===== src/rtl/receiver_if.sv =====
// rtl/receiver_if.sv - received-word output bundle of the UART receiver
interface receiver_if #(
    parameter int DATA_LENGTH = 8
);
    logic [DATA_LENGTH-1:0] rx_data;
    logic                   rx_valid;
    logic                   rx_frame_error;
    logic                   rx_busy;

    modport master (
        output rx_data,
        output rx_valid,
        output rx_frame_error,
        output rx_busy
    );

    modport slave (
        input rx_data,
        input rx_valid,
        input rx_frame_error,
        input rx_busy
    );
endinterface


===== src/rtl/receiver.sv =====
// rtl/receiver.sv - 16x-oversampled UART receiver, 1 start / DATA_LENGTH data / 1 stop, no parity
module receiver #(
    parameter int DATA_LENGTH = 8
) (
    input  logic          clk,
    input  logic          reset_n,
    input  logic          rx,
    input  logic          baud_timer,
    receiver_if.master    rx_out
);
    localparam int IDX_W = (DATA_LENGTH > 1) ? $clog2(DATA_LENGTH) : 1;

    typedef enum logic [1:0] {
        S_IDLE    = 2'd0,
        S_START   = 2'd1,
        S_RECEIVE = 2'd2,
        S_STOP    = 2'd3
    } state_t;

    state_t                 state;
    logic [3:0]             baud_count;
    logic [IDX_W-1:0]       bit_index;
    logic [DATA_LENGTH-1:0] shift;
    logic                   rx_s1;
    logic                   rx_s2;
    logic                   rx_prev;

    always_ff @(posedge clk) begin
        if (!reset_n) begin
            state                 <= S_IDLE;
            baud_count            <= 4'd0;
            bit_index             <= '0;
            shift                 <= '0;
            rx_s1                 <= 1'b1;
            rx_s2                 <= 1'b1;
            rx_prev               <= 1'b1;
            rx_out.rx_data        <= '0;
            rx_out.rx_valid       <= 1'b0;
            rx_out.rx_frame_error <= 1'b0;
            rx_out.rx_busy        <= 1'b0;
        end else begin
            rx_s1                 <= rx;
            rx_s2                 <= rx_s1;
            rx_prev               <= rx_s2;
            rx_out.rx_valid       <= 1'b0;
            rx_out.rx_frame_error <= 1'b0;
            rx_out.rx_busy        <= (state != S_IDLE);

            case (state)
                S_IDLE: begin
                    baud_count <= 4'd0;
                    // Edge-triggered so a held-low break line never restarts reception
                    if (rx_prev && !rx_s2) begin
                        state <= S_START;
                    end
                end

                S_START: begin
                    if (baud_timer) begin
                        if (baud_count == 4'd7) begin
                            if (!rx_s2) begin
                                state      <= S_RECEIVE;
                                baud_count <= 4'd0;
                                bit_index  <= '0;
                            end else begin
                                state <= S_IDLE;
                            end
                        end else begin
                            baud_count <= baud_count + 4'd1;
                        end
                    end
                end

                S_RECEIVE: begin
                    if (baud_timer) begin
                        if (baud_count == 4'd15) begin
                            shift      <= {rx_s2, shift[DATA_LENGTH-1:1]};
                            baud_count <= 4'd0;
                            if (bit_index == IDX_W'(DATA_LENGTH - 1)) begin
                                state <= S_STOP;
                            end else begin
                                bit_index <= bit_index + IDX_W'(1);
                            end
                        end else begin
                            baud_count <= baud_count + 4'd1;
                        end
                    end
                end

                S_STOP: begin
                    if (baud_timer) begin
                        if (baud_count == 4'd15) begin
                            // Leaving at mid stop bit leaves room to catch a back-to-back start edge
                            if (rx_s2) begin
                                rx_out.rx_data  <= shift;
                                rx_out.rx_valid <= 1'b1;
                            end else begin
                                rx_out.rx_frame_error <= 1'b1;
                            end
                            state <= S_IDLE;
                        end else begin
                            baud_count <= baud_count + 4'd1;
                        end
                    end
                end

                default: state <= S_IDLE;
            endcase
        end
    end
endmodule


===== src/flat_wrapper.sv =====
// flat-port wrapper written by rule: the top's interface ports become plain ports
module receiver_flat 
#(
    parameter int DATA_LENGTH = 8
)
  (clk, reset_n, rx, baud_timer, rx_out_rx_data, rx_out_rx_valid, rx_out_rx_frame_error, rx_out_rx_busy);
  receiver_if #(.DATA_LENGTH(DATA_LENGTH)) rx_out_i ();
  input  logic clk;
  input  logic reset_n;
  input  logic rx;
  input  logic baud_timer;
  output wire logic [$bits(rx_out_i.rx_data)-1:0] rx_out_rx_data;
  output wire logic [$bits(rx_out_i.rx_valid)-1:0] rx_out_rx_valid;
  output wire logic [$bits(rx_out_i.rx_frame_error)-1:0] rx_out_rx_frame_error;
  output wire logic [$bits(rx_out_i.rx_busy)-1:0] rx_out_rx_busy;
  assign rx_out_rx_data = rx_out_i.rx_data;
  assign rx_out_rx_valid = rx_out_i.rx_valid;
  assign rx_out_rx_frame_error = rx_out_i.rx_frame_error;
  assign rx_out_rx_busy = rx_out_i.rx_busy;
  receiver #(.DATA_LENGTH(DATA_LENGTH)) u_core (.clk(clk), .reset_n(reset_n), .rx(rx), .baud_timer(baud_timer), .rx_out(rx_out_i));
endmodule

===== config.mk =====
export PLATFORM = sky130hd
export DESIGN_NAME = receiver_flat
export DESIGN_NICKNAME = d
export VERILOG_FILES = /design/src/rtl/receiver_if.sv /design/src/rtl/receiver.sv /design/src/flat_wrapper.sv
export SDC_FILE = /design/constraint.sdc
export NUM_CORES = 1
export LEC_CHECK = 0
export ABC_CLOCK_PERIOD_IN_PS = 1800
export CAP_MARGIN = 5
export CORE_MARGIN = 2
export CORE_UTILIZATION = 40
export CTS_CLUSTER_DIAMETER = 40
export DETAILED_ROUTE_END_ITERATION = 10
export PLACE_DENSITY = 0.62
export SYNTH_ARGS = -nofsm -noshare
export SYNTH_HDL_FRONTEND = slang
export SYNTH_SLANG_ARGS = --single-unit

===== constraint.sdc =====
create_clock -name clk -period 1.8 [get_ports clk]
set_input_delay 0.36 -clock clk [delete_from_list [all_inputs] [get_ports clk]]
set_output_delay 0.36 -clock clk [all_outputs]
set_load 0.02 [all_outputs]

==> results of run 1 <==
## per-layer routing
| layer | track usage, % | wire, µm | vias up |
|---|---|---|---|
| li1 | - | - | 528 |
| met1 | 18.16 | 1164 | 487 |
| met2 | 22.31 | 1165 | 18 |
| met3 | 3.964 | 93 | 7 |
| met4 | 8.889 | 71 | 0 |
| met5 | 0 | 0 | - |
## cells in the mapped netlist (all sizes together), types with 2 or more instances
library cell  instances  share of area [%]
o21ai                 2               0.72
nand2b                5                2.3
inv                   4                1.1
ha                    3                2.7
nor2                 29                7.9
nand2                 6                1.6
dfxtp                31                 45
nand3                 5                1.8
mux2i                21                 15
clkbuf                4                1.3
and4bb                2                2.1
nor4b                 2                1.3
buf                   8                4.0
nand4                 3                1.4
## final timing paths
kind                            slack [ps]              end            startpoint  cells past startpoint
worst max-delay path                   140  u_core.shift[6]  u_core.baud_count[0]                      6
worst min-delay path                   420     u_core.rx_s2          u_core.rx_s1                      1
worst max register to register         140  u_core.shift[6]  u_core.baud_count[0]                      6
worst min register to register         420     u_core.rx_s2          u_core.rx_s1                      1
## registers in the layout (all words and copies together), names as in the netlist, named ones only
name,count
u_core.rx_s1,1
u_core.baud_count,4
u_core.rx_out.rx_valid,1
u_core.rx_prev,1
u_core.rx_out.rx_frame_error,1
u_core.rx_out.rx_busy,1
u_core.rx_out.rx_data,8
u_core.rx_s2,1
u_core.state,1
u_core.bit_index,3
u_core.shift,8
## power breakdown
| group | switching [µW] | internal, µW |
|---|---|---|
| Sequential | 7.63 | 691 |
| Combinational | 23.1 | 21.7 |
| Clock | 244 | 328 |
## logic make-up after synthesis
logic type | synth area share (%)
simple gates | 22.60
flops | 44.85
mux | 15.19
buf+inv | 6.329
compound gates | 7.686
fa+ha+maj | 2.713
xor+xnor | 0.6330
## final cells by class
cell class	instances	area share [%]
Inverter	4	0.8962
Multi-Input combinational cell	95	40.33
Clock inverter	2	2.091
Timing Repair Buffer	23	13.14
Clock buffer	6	3.062
Tap cell	46	3.435
Sequential cell	31	37.04
## cells in the final DEF (no fill, tap or decap), types with 2 or more instances in the layout
master and n:
sky130_fd_sc_hd__o21ai_0 2, sky130_fd_sc_hd__mux2i_1 21, sky130_fd_sc_hd__nand2b_1 5, sky130_fd_sc_hd__clkbuf_4 5
sky130_fd_sc_hd__dfxtp_1 31, sky130_fd_sc_hd__ha_1 3, sky130_fd_sc_hd__nand3_1 5, sky130_fd_sc_hd__clkdlybuf4s50_1 14
sky130_fd_sc_hd__nor4b_1 2, sky130_fd_sc_hd__nand2_1 6, sky130_fd_sc_hd__nand4_1 3, sky130_fd_sc_hd__nor2_1 29
sky130_fd_sc_hd__buf_4 8, sky130_fd_sc_hd__inv_1 4
## stage by stage
stage / hold slack (ps) / instance area, µm² / TNS (ps)
2_1_floorplan: 386.3 / 1384 / 0
3_3_place_gp: 395.2 / 1589 / 0
3_5_place_dp: 397.3 / 1589 / -13.51
4_1_cts: 419.7 / 1675 / 0
5_1_grt: 430.1 / 1675 / 0
6_report: 416.3 / 1675 / 0
## worst register-to-register path, stage by stage, from the launching register on
cell and delay, ps:
sky130_fd_sc_hd__dfxtp_1 380, sky130_fd_sc_hd__ha_1 330, sky130_fd_sc_hd__and4_4 280, sky130_fd_sc_hd__and3b_1 210, sky130_fd_sc_hd__buf_12 140, sky130_fd_sc_hd__mux2i_1 180, sky130_fd_sc_hd__nor2_1 50
==> results_dict.tcl, run 1 <==
set metrics [dict create \
    run_status "finished clean" \
    cts_root_buf "sky130_fd_sc_hd__clkbuf_4" \
    ys_ff_latch 31 \
    num_io_pins 15 \
    worstPathArrival_ps 1900 \
    antennaDiodeCount 0 \
    number_of_placed_instances_taps_included 199 \
    cts_post_setup_buffers_inserted 0 \
    critical_path_class "reg2reg" \
    layout.area.seq_um2 620.6 \
    cts_htree_levels 2 \
    postCtsHoldBufs 0 \
    finalNetCount 167 \
    dp_hpwl_um 1765 \
    finalWeightedCongestion 0.7487 \
    core_area_um2 3337 \
    numCtsBuffers 5 \
    clock_sink_count 31 \
    report.final.hold_viol_count 0 \
    rsz_0062_raised_after_global_routing "no" \
    finalClockSkew_ps 8.150 \
    dr.first_iter.drc_count 26 \
    die-height_um 62.82 \
    timing.max_cap.violations 0 \
    final_critical_path_setup_slack_ps 138.8 \
    synth_async_sr_flop_share_pct 0 \
    crit_path_cell_trace "ha_1 > and4_4 > and3b_1 > buf_12 > mux2i_1 > nor2_1" \
    netlist_area_um2 1384 \
    cp_data_required_time_ps 2030 \
    timing.final.crit_period_ps 1661 \
    post_route_cells_drive_above_1_share_pct 14.29 \
    synthesis.yosys.warnings 0 \
    grt_use_total_pct 14.56 \
    max_fclk_mhz 602.0 \
    cp_slowest_cell "sky130_fd_sc_hd__dfxtp_1" \
    synth_edf_count 0 \
    ant_nets 0 \
    die-area_um2 3946 \
    syn2layout_area_growth_pct 21.07 \
    initial_antenna_violation_count 0 \
    post-route-drc-count 0 \
    final_min_period_over_clock_period_pct 92.29 \
    finalSetupViolCount 0 \
    synth_fp_nets 149 \
    first_global_vias 956 \
    critical_path_start_type "flop" \
    power.total_uw 1315 \
    cts.reportedPaths.clkPinSlew_ps 100 \
    worst_voltage_drop_across_the_vdd_grid_mv 0.5767 \
    chipWidth_um 62.82 \
    postSynthCellCount 142 \
    worst-slew-pin-transition_ps 471.2 \
    first_pass_iters 5 \
    ratio_of_total_power_to_cell_area_nw_per_um2 785.0 \
    postSynthAreaPerCell_um2 9.745 \
    grt_overflow 0 \
    ctsLongestPathBuffers 2 \
    critPathMaxFanout 8 \
    timing.slew.headroom_pct 68.54 \
    utilization_pct 50.21 \
    pin_count_of_the_biggest_net_entering_global_routing 22 \
    ys.flop_type "sky130_fd_sc_hd__dfxtp_1" \
    synth.distinct_cells 35 \
    grt_first_pass_wirelength_um 4478 \
    critical-path-top-delay-family "simple AND/OR/NAND/NOR gates" \
    preCtsSetupSlack_ps -7.730 \
    wl_per_cell_um 12.05 \
    portBuffers 14 \
    insertion_delay_ps 340 \
    vias_per_cell 5.024 \
    routed_wirelength_um 2495 \
    floorplan.initialDensity_pct 41.47 \
    num_rows 21 \
    routed-via-count 1040 \
    final.fill_count 318 \
    multiInputGateArea_um2 675.6 \
    tritoncts "yes" \
    post_layout_nonfiller_instances 207 \
    cpPeakStageDelay_ps 380 \
    leakage_uw 0.0007022 \
    yosysSeqAreaShare_pct 44.85 \
    final_max_slew_viol_count 0 \
    setup.worst_path.end_class "flop" \
    postCtsResizedCells 0 \
    hold_crit_path_type "reg2reg" \
    cp_num_buf_inv 1 \
]
Note: power is estimated with default switching activity, not from simulation.
==> run 2: changes to the inputs <==
--- a/config.mk
+++ b/config.mk
@@ -12,6 +12,7 @@
 export CTS_CLUSTER_DIAMETER = 40
 export DETAILED_ROUTE_END_ITERATION = 10
 export PLACE_DENSITY = 0.62
+export SLEW_MARGIN = 40
 export SYNTH_ARGS = -nofsm -noshare
 export SYNTH_HDL_FRONTEND = slang
 export SYNTH_SLANG_ARGS = --single-unit
==> results of run 2 <==
Same layout as run 1: the final DEF is identical, and so are final timing and power.
